### src/rtl/accumulator.sv
// ---------------------------------------------------------------------------
// accumulator
//
// Adds the TAPS signed multiplier products of the FIR filter into one
// full-precision sum. The adder tree is pipelined and every level is
// registered. A valid strobe travels with the data. Each sum appears
// $clog2(TAPS) clock edges after its vector is accepted.
//
// Parameters
//   TAPS      number of products summed (>= 2, any value)
//   MULTBITS  width of each two's-complement product
//   ACCUBITS  derived output width, MULTBITS + $clog2(TAPS)
//
// Ports
//   clk             rising-edge clock
//   rst             synchronous active-high reset
//   in_valid        multiplier_out carries a vector to accept this cycle
//   multiplier_out  TAPS signed products
//   out             signed sum of the products, held between results
//   out_valid       one-cycle strobe marking a new sum on out
// ---------------------------------------------------------------------------
module accumulator #(
    parameter  int TAPS     = 8,
    parameter  int MULTBITS = 32,
    localparam int ACCUBITS = MULTBITS + $clog2(TAPS)
) (
    input  logic                       clk,
    input  logic                       rst,
    input  logic                       in_valid,
    input  logic [MULTBITS-1:0]        multiplier_out [0:TAPS-1],
    output logic signed [ACCUBITS-1:0] out,
    output logic                       out_valid
);

    localparam int LEVELS = $clog2(TAPS);
    localparam int LEAVES = 1 << LEVELS;

    // The tree is stored as a heap. Node k adds its children 2k and 2k+1.
    // Nodes 1..LEAVES-1 are registers, and node 1 is the root that drives out.
    // Heap slots LEAVES..2*LEAVES-1 hold the sign-extended products.
    // Those slots are combinational.
    // The nodes of adder level l (level 0 is nearest the leaves) occupy
    // indices LEAVES>>(l+1) .. (LEAVES>>l)-1.
    logic signed [ACCUBITS-1:0] leaf_w [LEAVES];
    logic signed [ACCUBITS-1:0] tree_w [2:2*LEAVES-1];
    logic signed [ACCUBITS-1:0] node_d [1:LEAVES-1];
    logic signed [ACCUBITS-1:0] node_q [1:LEAVES-1];
    logic [LEAVES-1:1]          node_en;
    logic [LEVELS-1:0]          valid_d;
    logic [LEVELS-1:0]          valid_q;

    // Sign-extend every product to full width. Pad the unused leaves with
    // zeros so a non-power-of-two TAPS gets the exact sum and the same depth.
    for (genvar i = 0; i < LEAVES; i++) begin : g_leaf
        if (i < TAPS) begin : g_tap
            assign leaf_w[i] = {{(ACCUBITS-MULTBITS){multiplier_out[i][MULTBITS-1]}},
                                multiplier_out[i]};
        end else begin : g_pad
            assign leaf_w[i] = '0;
        end
    end

    // Map the leaves and the registered inner nodes into one heap-indexed
    // view. This lets every adder read its two children the same way.
    always_comb begin
        for (int i = 0; i < LEAVES; i++) begin
            tree_w[LEAVES+i] = leaf_w[i];
        end
        for (int k = 2; k < LEAVES; k++) begin
            tree_w[k] = node_q[k];
        end
    end

    // Valid bit arriving at each level: level 0 sees in_valid directly.
    // Deeper levels see the bit registered alongside the previous level.
    always_comb begin
        // NOTE: every combinational output gets a default first, so no path leaves it unassigned and no latch is inferred.
        valid_d    = '0;
        valid_d[0] = in_valid;
        for (int l = 1; l < LEVELS; l++) begin
            valid_d[l] = valid_q[l-1];
        end
    end

    // Adder inputs and stage enables. A level loads only when its incoming
    // valid bit is set. An idle vector therefore never disturbs a sum in
    // flight, and the root holds the last result.
    always_comb begin
        node_en = '0;
        for (int k = 1; k < LEAVES; k++) begin
            node_d[k] = tree_w[2*k] + tree_w[2*k+1];
        end
        for (int l = 0; l < LEVELS; l++) begin
            for (int k = LEAVES >> (l + 1); k < (LEAVES >> l); k++) begin
                node_en[k] = valid_d[l];
            end
        end
    end

    // NOTE: sequential state uses non-blocking assignments only, so every register samples pre-edge values regardless of statement order.
    always_ff @(posedge clk) begin
        if (rst) begin
            // NOTE: the tree nodes are pipeline registers, not a memory.
            // Each one is cleared so out reads 0 before the first result.
            valid_q <= '0;
            for (int k = 1; k < LEAVES; k++) begin
                node_q[k] <= '0;
            end
        end else begin
            valid_q <= valid_d;
            for (int k = 1; k < LEAVES; k++) begin
                if (node_en[k]) begin
                    node_q[k] <= node_d[k];
                end
            end
        end
    end

    assign out       = node_q[1];
    assign out_valid = valid_q[LEVELS-1];

endmodule

### config.mk
export PLATFORM = sky130hd
export DESIGN_NAME = accumulator
export DESIGN_NICKNAME = d
export VERILOG_FILES = /design/src/rtl/accumulator.sv
export SDC_FILE = /design/constraint.sdc
export NUM_CORES = 1
export LEC_CHECK = 0
export BUFFER_PORTS_ARGS = -buffer_cell sky130_fd_sc_hd__buf_2
export CAP_MARGIN = 40
export CORE_MARGIN = 1
export CORE_UTILIZATION = 50
export DETAILED_ROUTE_END_ITERATION = 12
export HOLD_SLACK_MARGIN = 0.15
export PLACE_DENSITY_LB_ADDON = 0.05
export SLEW_MARGIN = 30
export SYNTH_ARGS = -nofsm -noshare
export SYNTH_HDL_FRONTEND = slang
export SYNTH_SLANG_ARGS = --single-unit
### constraint.sdc
create_clock -name clk -period 3.28 [get_ports clk]
set_input_delay 0.164 -clock clk [delete_from_list [all_inputs] [get_ports clk]]
set_output_delay 0.164 -clock clk [all_outputs]
set_load 0.05 [all_outputs]
==> impl_metrics.csv <==
group,metric,value,unit
power,power.switching,3.497,mW
critical_path,cpPeakStageDelay,0.53,ns
global_route,gr-total-overflow,0,
synth,synth_ff_type,"edfxtp_1",
synth,syn_avg_cell_area,9.071,um2
clock_network,cts.sinks,240,
critical_path,cp-start-kind,"input port",
global_route,grt_pass1_vias,16720,
final_layout,fin_util,58.14,%
power,p_per_area,439.2,nW/um2
critical_path,r2r_start,"node_q[0][83]$_SDFFCE_PN0P_",
route,route.antenna.remaining_nets,0,
timing,skew,0.02489,ns
global_route,grt_pass1_wl,87.91,mm
power,internal_power,6.931,mW
route,via_per_inst,5.934,
clock_network,clockBufferDepth,3,
critical_path,cp.arrival,3.44,ns
global_route,antenna_found_initial,1,
synth,synth_seq_cells,240,
critical_path,crit_family,"compound AO/OA/AOI/OAI gates",
synth,synth_cell_type_count,68,
power,power_frac_seq,36.7,%
critical_path,rrSetupSlack,0.18,ns
place,placedCellCount,3027,
power,power.leakage,10.63,nW
synth,ys_warn_count,0,
floorplan,pin_count,295,
floorplan,die-area,42180,um2
timing,finalMaxSlewViolations,0,
final_layout,fin_nets,3042,
clock_network,cts-buffers-inserted,28,
critical_path,reg2reg_to,"node_q[0][67]$_SDFFCE_PN0P_",
clock_network,cts-root-buf,"clkbuf_16",
place,hpwl,45.92,mm
clock_network,clk_pin_slew_worst_paths,0.06,ns
power,swShare,33.54,%
critical_path,criticalPathCategory,"input port to flop",
critical_path,cp.required,3.56,ns
clock_network,cts_tree,"yes",
route,wl_per_cell,18.44,um
power,peakVddDrop,0.4200,mV
timing,finalSetupViolations,0,
place,port_buffers,294,
clock_network,htreeDepth,1,
synth,seq_area_frac_synth,34.70,%
critical_path,crit_path_max_fanout,3,
critical_path,crit_start,"multiplier_out[32]",
critical_path,cp.depth,12,
place,gp_congestion,0.9263,
floorplan,rows,74,
hold_path,min_path_type,"input port to flop",
critical_path,crit_chain,"dlygate4sd3_1 > buf_2 > ha_1 > a211o_1 > a2111oi_0 > buf_4 > or3_1 > a21oi_1 > o311a_1 > a211oi_1 > xor2_1 > nor2_1",
global_route,grt_max_degree,68,
synth,synthCells,2280,
run,max_cap_viol_count,0,
timing,fin_setup_tns,0,ns
critical_path,slowest_stage,"dlygate4sd3_1",
route,drc,0,
synth,synthArstFlopShare,0,%
floorplan,die_h,205.4,um
timing,relSlewSlack,51.65,%
synth,synth_area,20680,um2
final_layout,drive_gt1_share,15.60,%
route,dr.pass1.iters,7,
global_route,track_usage,26.25,%
floorplan,die_w,205.4,um
hold_path,min_from,"multiplier_out[33]",
power,p_clk_share,29.3,%
timing,tightest_slew,0.7252,ns
clock_network,post_cts_buffers,0,
critical_path,worstRegToRegCells,9,
power,finalPower,10.43,mW
final_layout,syn_to_final_growth,14.79,%
route,num_vias,18410,
timing,period_needed,3.170,ns
outcome,status,"complete, no violations",
critical_path,endpoint,"node_q[0][274]$_SDFFCE_PN0P_",
clock_network,clk_latency,0.56,ns
timing,fmax,315.5,MHz
route,routed_wl,57.20,mm
route,drt_iter0_markers,1406,
synth,synth_edf_count,237,
timing,hold_viol,0,
timing,min_period_over_period,96.63,%
floorplan,start_util,50.65,%
power,p_comb_share,34.0,%
critical_path,crit_buf_inv,3,
timing,hold_slack,0.1631,ns
final_layout,n_antenna_cell,0,
synth,synth_nets,2774,
final_layout,final_cells,3102,
floorplan,core,40830,um2
timing,rsz0062_at_grt,"no",
critical_path,worst_setup_path_end_kind,"flop",
## layer usage
metal / vias to the layer above / GRT usage (%) / part of all wire, %
met5: - / 0 / 0
met4: 0 / 7.989 / 3.1
met3: 85 / 2.439 / 5.0
met2: 582 / 39.84 / 43
met1: 8633 / 39.26 / 49
li1: 9107 / - / -
## cells by family (layout without fill, tap and decap cells)
logic type,after synthesis,in the layout,share of synthesized area [%]
compound gates,742,742,23.47
xor+xnor,143,143,6.056
fa+ha+maj,235,235,14.47
buf+inv,167,457,3.672
flops,240,240,34.70
mux,10,10,0.4840
simple gates,743,743,17.14
## worst reg2reg max path, stage by stage (launching register included)
cell	delay [ns]
edfxtp_1	0.37
ha_1	0.41
a21oi_1	0.35
nor2_1	0.07
or4b_2	0.65
nor3_1	0.26
nor3b_1	0.17
o2111a_1	0.29
nor3_1	0.19
nor3_1	0.08
## registers in the layout, indices dropped and copies added, names as in the netlist
| name | count |
|---|---|
| node_q | 237 |
| valid_q | 3 |
## power by group through the flow
stage	Clock (mW)	Sequential (mW)	Combinational, mW
finish	3.06	3.82	3.55
detailed placement	0	3.89	3.44
floorplan	0	3.82	2.53
global route	3.25	3.84	3.91
global placement	0	3.89	3.43
CTS	3.12	3.83	3.50
## what timing repair did
item	CTS	global route
setup endpoints to repair	0	17
hold endpoints to repair	11	0
hold buffers	22	0
gates resized for setup	0	11
## cell usage after synthesis, types with 9 or more instances
master     number  area (um2)
o211ai_1       17       127.6
buf_4          35       262.8
nor2_1        262       983.4
nor3_1         74       370.4
a2111oi_0       9       78.83
or3_1          12       75.07
nand3_1        61       305.3
nor2b_1        23       143.9
o21bai_1       32       240.2
mux2i_1        10       100.1
nand2_1       137       514.2
ha_1          228        2853
xor2_1         63       551.8
o21a_1         42       315.3
and3_1         23       143.9
and2_1         29       181.4
inv_1          58       217.7
xnor2_1        80       700.7
a31oi_1        33       206.5
or2_2           9       56.30
a21oi_1       204        1021
clkbuf_1       71       266.5
nand4_1        41       256.5
nor3b_1        20       150.1
edfxtp_1      237        7117
o21ai_0       122       610.6
nand2b_1       30       187.7
a211oi_1       47       352.8
o31ai_1        17       127.6
a21o_1        133       998.5
## placed cells by master (no fill, tap or decap), types with 9 or more instances in the layout
cell	instances
buf_2	294
nor2_1	262
edfxtp_1	237
ha_1	228
a21oi_1	202
nand2_1	137
a21o_1	133
o21ai_0	119
xnor2_1	80
nor3_1	73
xor2_1	63
nand3_1	61
inv_1	58
a211oi_1	44
o21a_1	42
nand4_1	41
a31oi_1	33
o21bai_1	32
and2_1	29
nand2b_1	28
clkbuf_16	28
buf_4	28
nor2b_1	23
and3_1	23
dlygate4sd3_1	22
nor3b_1	19
o211ai_1	17
o31ai_1	16
or3_1	12
mux2i_1	10
a2111oi_0	9
## final cells by class
cell class | instances | area (um2)
fillers | 3666 | 17090
multi-input cells | 1873 | 12790
flip-flops and latches | 240 | 7177
repair buffers | 347 | 1962
clock buffers | 37 | 764.5
well taps | 532 | 665.6
inverters | 58 | 217.7
clock inverters | 15 | 158.9
## per-stage QoR
step           setup WS, ns  area [um2]
2_1_floorplan        0.5771       20680
4_1_cts             0.09003       23680
6_report             0.1104       23740
3_3_place_gp        0.09619       22540
5_1_grt            0.003788       23740
3_5_place_dp        0.03699       22540
## how the worst min path moves through the flow
stage                                         endpoint  slack [ns]  depth (start not counted)
after floorplan           node_q[0][140]$_SDFFCE_PN0P_        0.46                          2
after global placement    node_q[0][210]$_SDFFCE_PN0P_        0.60                          3
after detailed placement  node_q[0][210]$_SDFFCE_PN0P_        0.61                          3
after CTS                 node_q[0][246]$_SDFFCE_PN0P_        0.15                          3
after global routing      node_q[0][246]$_SDFFCE_PN0P_        0.15                          3
final                     node_q[0][246]$_SDFFCE_PN0P_        0.16                          3
(Power assumes the default switching activity.)
